<file path="src/rtl/axi_pkg.sv">
// Shared AXI definitions for the axi_master family.
// Holds the burst-type and response encodings and the read-channel FSM
// state enum, so that the read and (future) write halves agree on them.
package axi_pkg;

  localparam logic [1:0] BURST_INCR   = 2'b01;

  localparam logic [1:0] RRESP_OKAY   = 2'b00;
  localparam logic [1:0] RRESP_EXOKAY = 2'b01;
  localparam logic [1:0] RRESP_SLVERR = 2'b10;
  localparam logic [1:0] RRESP_DECERR = 2'b11;

  typedef enum logic [1:0] {
    IDLE = 2'd0,
    ADDR = 2'd1,
    DATA = 2'd2,
    DONE = 2'd3
  } rd_state_e;

endpackage

</file>
<file path="src/rtl/axi_master_read_channel.sv">
// AXI master read channel: turns one user burst-read request into one AXI
// AR transaction, streams the returned R beats to the user with zero
// latency, checks the response, and pulses done/err when the burst ends.
// Only one transaction is outstanding at a time.
//
// Ports:
//   clk, rst                 clock, asynchronous active-high reset
//   req_valid/req_ready      user request handshake (ready only in IDLE)
//   req_addr, req_len        burst start byte address, beats minus one
//   ARVALID..ARBURST         AXI read address channel (registered)
//   RVALID..RRESP            AXI read data channel (RREADY = rd_ready in DATA)
//   rd_valid..rd_last        user beat stream (pass-through of R channel)
//   done, err                one-cycle completion pulse and its error flag
module axi_master_read_channel
  import axi_pkg::*;
#(
  parameter int unsigned ADDR_WIDTH         = 32,
  parameter int unsigned READ_CHANNEL_WIDTH = 32,
  parameter int unsigned READ_BURST_LEN     = 8
) (
  input  logic                          clk,
  input  logic                          rst,

  input  logic                          req_valid,
  output logic                          req_ready,
  input  logic [ADDR_WIDTH-1:0]         req_addr,
  input  logic [READ_BURST_LEN-1:0]     req_len,

  output logic                          ARVALID,
  input  logic                          ARREADY,
  output logic [ADDR_WIDTH-1:0]         ARADDR,
  output logic [READ_BURST_LEN-1:0]     ARLEN,
  output logic [2:0]                    ARSIZE,
  output logic [1:0]                    ARBURST,

  input  logic                          RVALID,
  output logic                          RREADY,
  input  logic [READ_CHANNEL_WIDTH-1:0] RDATA,
  input  logic                          RLAST,
  input  logic [1:0]                    RRESP,

  output logic                          rd_valid,
  input  logic                          rd_ready,
  output logic [READ_CHANNEL_WIDTH-1:0] rd_data,
  output logic                          rd_last,

  output logic                          done,
  output logic                          err
);

  localparam int unsigned SIZE_LOG2 = $clog2(READ_CHANNEL_WIDTH / 8);

  // Clears the byte-offset bits so ARADDR is aligned to the beat size.
  localparam logic [ADDR_WIDTH-1:0] ADDR_MASK =
    ~((ADDR_WIDTH'(1) << SIZE_LOG2) - ADDR_WIDTH'(1));

  rd_state_e                 state;
  logic [READ_BURST_LEN-1:0] beat_cnt;
  logic                      err_flag;

  logic in_data;
  logic last_beat;
  logic r_hs;
  logic beat_err;

  assign in_data   = (state == DATA);
  // ARLEN doubles as the latched burst length; it is held for the whole burst.
  assign last_beat = (beat_cnt == ARLEN);
  assign r_hs      = in_data && RVALID && rd_ready;
  // A beat is bad if its response is not OKAY or RLAST disagrees with the
  // beat count; the burst still runs to len+1 beats either way.
  assign beat_err  = (RRESP != RRESP_OKAY) || (RLAST != last_beat);

  assign req_ready = (state == IDLE);
  assign RREADY    = in_data && rd_ready;
  assign rd_valid  = in_data && RVALID;
  assign rd_data   = RDATA;
  assign rd_last   = in_data && last_beat;
  assign ARSIZE    = 3'(SIZE_LOG2);
  assign ARBURST   = BURST_INCR;

  always_ff @(posedge clk or posedge rst) begin
    if (rst) begin
      state    <= IDLE;
      beat_cnt <= '0;
      err_flag <= 1'b0;
      ARVALID  <= 1'b0;
      ARADDR   <= '0;
      ARLEN    <= '0;
      done     <= 1'b0;
      err      <= 1'b0;
    end else begin
      case (state)
        IDLE: begin
          done <= 1'b0;
          err  <= 1'b0;
          if (req_valid) begin
            ARADDR   <= req_addr & ADDR_MASK;
            ARLEN    <= req_len;
            beat_cnt <= '0;
            err_flag <= 1'b0;
            ARVALID  <= 1'b1;
            state    <= ADDR;
          end
        end

        ADDR: begin
          if (ARREADY) begin
            ARVALID <= 1'b0;
            state   <= DATA;
          end
        end

        DATA: begin
          if (r_hs) begin
            // Counter may wrap on the final beat of a maximal burst; the
            // compare happens before the increment, so that is harmless.
            beat_cnt <= beat_cnt + READ_BURST_LEN'(1);
            if (beat_err) begin
              err_flag <= 1'b1;
            end
            if (last_beat) begin
              done  <= 1'b1;
              err   <= err_flag || beat_err;
              state <= DONE;
            end
          end
        end

        DONE: begin
          done  <= 1'b0;
          err   <= 1'b0;
          state <= IDLE;
        end

        default: begin
          state <= IDLE;
        end
      endcase
    end
  end

endmodule

</file>
<file path="config.mk">
export PLATFORM = sky130hd
export DESIGN_NAME = axi_master_read_channel
export DESIGN_NICKNAME = d
export VERILOG_FILES = /design/src/rtl/axi_pkg.sv /design/src/rtl/axi_master_read_channel.sv
export SDC_FILE = /design/constraint.sdc
export NUM_CORES = 1
export LEC_CHECK = 0
export ABC_AREA = 1
export BUFFER_PORTS_ARGS = -buffer_cell sky130_fd_sc_hd__buf_2
export CAP_MARGIN = 20
export CORE_ASPECT_RATIO = 0.6
export CORE_MARGIN = 2
export CORE_UTILIZATION = 35
export DETAILED_ROUTE_END_ITERATION = 6
export PLACE_DENSITY_LB_ADDON = 0.2
export SETUP_SLACK_MARGIN = 0.3
export SYNTH_ARGS = -nofsm -noshare
export SYNTH_HDL_FRONTEND = slang
export SYNTH_SLANG_ARGS = --single-unit
</file>
<file path="constraint.sdc">
create_clock -name clk -period 2.2 [get_ports clk]
set_input_delay 0.33 -clock clk [delete_from_list [all_inputs] [get_ports clk]]
set_output_delay 0.33 -clock clk [all_outputs]
set_load 0.1 [all_outputs]
</file>
==> impl_results.md <==
* Worst Skew at 3.43 ps
* Worst Hold Class: primary input to async pin
* Non-filler cells, final at 509
* Vias in the first global route at 1,964
* RSZ-0062 raised after global routing: yes
* Syn_area_per_cell at 7.98 um^2
* Clock Sink Count at 52
* Final HPWL DP at 4.33 mm
* Achievable Freq at 0.540 GHz
* Die width at 117 um
* Via density at 4.22
* Starting density of the core at 0.365
* Status: finished, final reports clean
* Critical Path Sink Type: output pin
* ANT cells at 0
* Worst EP arrival at 1520 ps
* Die H at 71.8 um
* Netlist cell types at 29
* Max-Cap Viols at 0
* First-pass iteration count of the detailed router at 4
* Row cnt at 24
* Largest net degree at the start of global routing at 44
* Gpl congestion at 0.792
* Area delta synth->final at 22.4%
* Hold Buf Count CTS at 0
* Final cell utilization of the core at 0.446
* Post-layout nets at 490
* Post-Synthesis Cells at 336
* Setup CP Type: register to output pin
* Count of final hold-check violations at 0
* Final Cycle Share at 0.842
* H-tree levels at 2
* Root buf cell: clkbuf_16
* Post-route ant nets at 0
* EDFF count, synth at 0
* Pins Over Slew Limit at 0
* First-pass GRT wire length at 9.36 mm
* Post-Place Cells at 494
* Die area at 8400 um^2
* Initial antenna violation count at 0
* Most frequent cells in the layout: 146 x nand2_1, 88 x buf_2, 43 x dfrtp_1
* Most common cell after layout, fill and taps aside: nand2_1
* Detailed-route DRC error count at 0
* I/O Buffers at 91
* Worst Reg2Reg Path Length in Cells at 12
* Post-synthesis sequential area ratio at 0.485
* Rel. slew slack at 0.615
* CTS tree: built
* Reg clk slew, reported paths at 70 ps
* Critical Path RT at 1870 ps
* Yosys warns at 0
* Worst-Skew Late Latency at 280 ps
* Boundary Pins at 165
* TNS Setup at 0 ps
* Clock tree buffer depth at 2
* Yosys reg bits at 52
* Minimum clock period at 1850 ps
* Drt first-iter violations at 52
* Routed vias at 2,148
* Grt ovf at 0
* CTS buffer count at 5
* Worst Setup Start Kind: register
* Worst slew pin tran at 577 ps
* Final setup viols at 0
* Wire per inst at 11.5 um
* WL final at 5.88 mm
* GRT Overall Usage at 0.144
* Core area at 7360 um^2
* Most used DFF post-synth: dfrtp_1
* Worst-path maximum fanout at 9
* Async S/R FF share, synth at 1.00
* Post-Syn Area at 2680 um^2
* Share of cells above drive strength 1 at 0.341
final cells by class:
class,instances,area (um^2)
Clock buffer,8,146
Fill cell,764,4070
Inverter,28,110
Multi-Input combinational cell,213,996
Sequential cell,52,1310
Tap cell,104,130
Timing Repair Buffer,104,589
timing repair:
action	4_1_cts	5_1_grt
pin swaps	2	0
gates resized for setup	8	3
setup endpoints to repair	3	2
buffers inserted	4	3
flip-flops by register name, indices dropped and copies added, names as in the netlist:
name and count:
ARADDR 30, ARLEN 8, ARVALID 1, beat_cnt 8
done 1, err 1, err_flag 1, state 2
worst max-delay path: stages (launching register included):
cell     delay (ps)
dfrtp_1         400
inv_2            90
ha_1            200
buf_4           180
inv_1            90
nor2_4          110
buf_12          180
kinds of logic (layout without fill, tap and decap cells):
logic type | Yosys count | after routing | share of synthesized area
adders and majority gates | 5 | 5 | 0.0233
buffers and inverters | 76 | 140 | 0.167
DFF | 52 | 52 | 0.485
AOI/OAI and AO/OA | 17 | 17 | 0.0350
and+or+nand+nor | 179 | 179 | 0.271
other | 2 | 7 | 0.00280
xor gates and xnor gates | 5 | 5 | 0.0163
routing by layer:
metal	vias to the layer above	wire length (um)	share of wire	GRT usage
met5	-	0	0	0
met4	0	24	0.0041	0.0275
met3	2	496	0.084	0.0609
met2	79	2240	0.38	0.193
met1	961	3120	0.53	0.217
li1	1106	-	-	-
Yosys cell counts, types with 2 or more instances:
cell type | instances | area share
inv_1 | 24 | 0.034
conb_1 | 2 | 0.0028
inv_2 | 3 | 0.0042
a21oi_1 | 2 | 0.0037
xor2_1 | 2 | 0.0065
nand2_2 | 2 | 0.0047
clkbuf_1 | 7 | 0.0098
buf_4 | 39 | 0.11
nand2_1 | 147 | 0.21
o21ai_0 | 10 | 0.019
xnor2_1 | 3 | 0.0098
nor2_1 | 14 | 0.020
dfrtp_1 | 52 | 0.49
buf_6 | 2 | 0.0084
nand3_1 | 7 | 0.013
nor3_1 | 3 | 0.0056
ha_1 | 5 | 0.023
final timing paths:
path,slack [ps],end,startpoint
max in group asynchronous,1540,ARLEN[0]$_DFFE_PP0P_,rst
hold reg to reg,460,done$_DFFE_PP0P_,done$_DFFE_PP0P_
min in group clk,240,ARADDR[12]$_DFFE_PP0P_,req_addr[12]
hold / removal,100,ARADDR[19]$_DFFE_PP0P_,rst
setup / recovery,350,rd_last,state[0]$_DFFE_PP0P_
setup reg to reg,500,beat_cnt[6]$_DFFE_PP0P_,state[0]$_DFFE_PP0P_
stage by stage:
stage / hold WS [ps] / worst slack [ps] / area [um^2]
global route: 147 / 246 / 3280
floorplan: 440 / 199 / 2740
global placement: 424 / 393 / 3060
finish: 99.7 / 347 / 3280
CTS: 122 / 316 / 3260
detailed placement: 428 / 371 / 3060
Power is not shown: default switching activity piles up to over one toggle a cycle in this logic, so the estimate is an artifact.
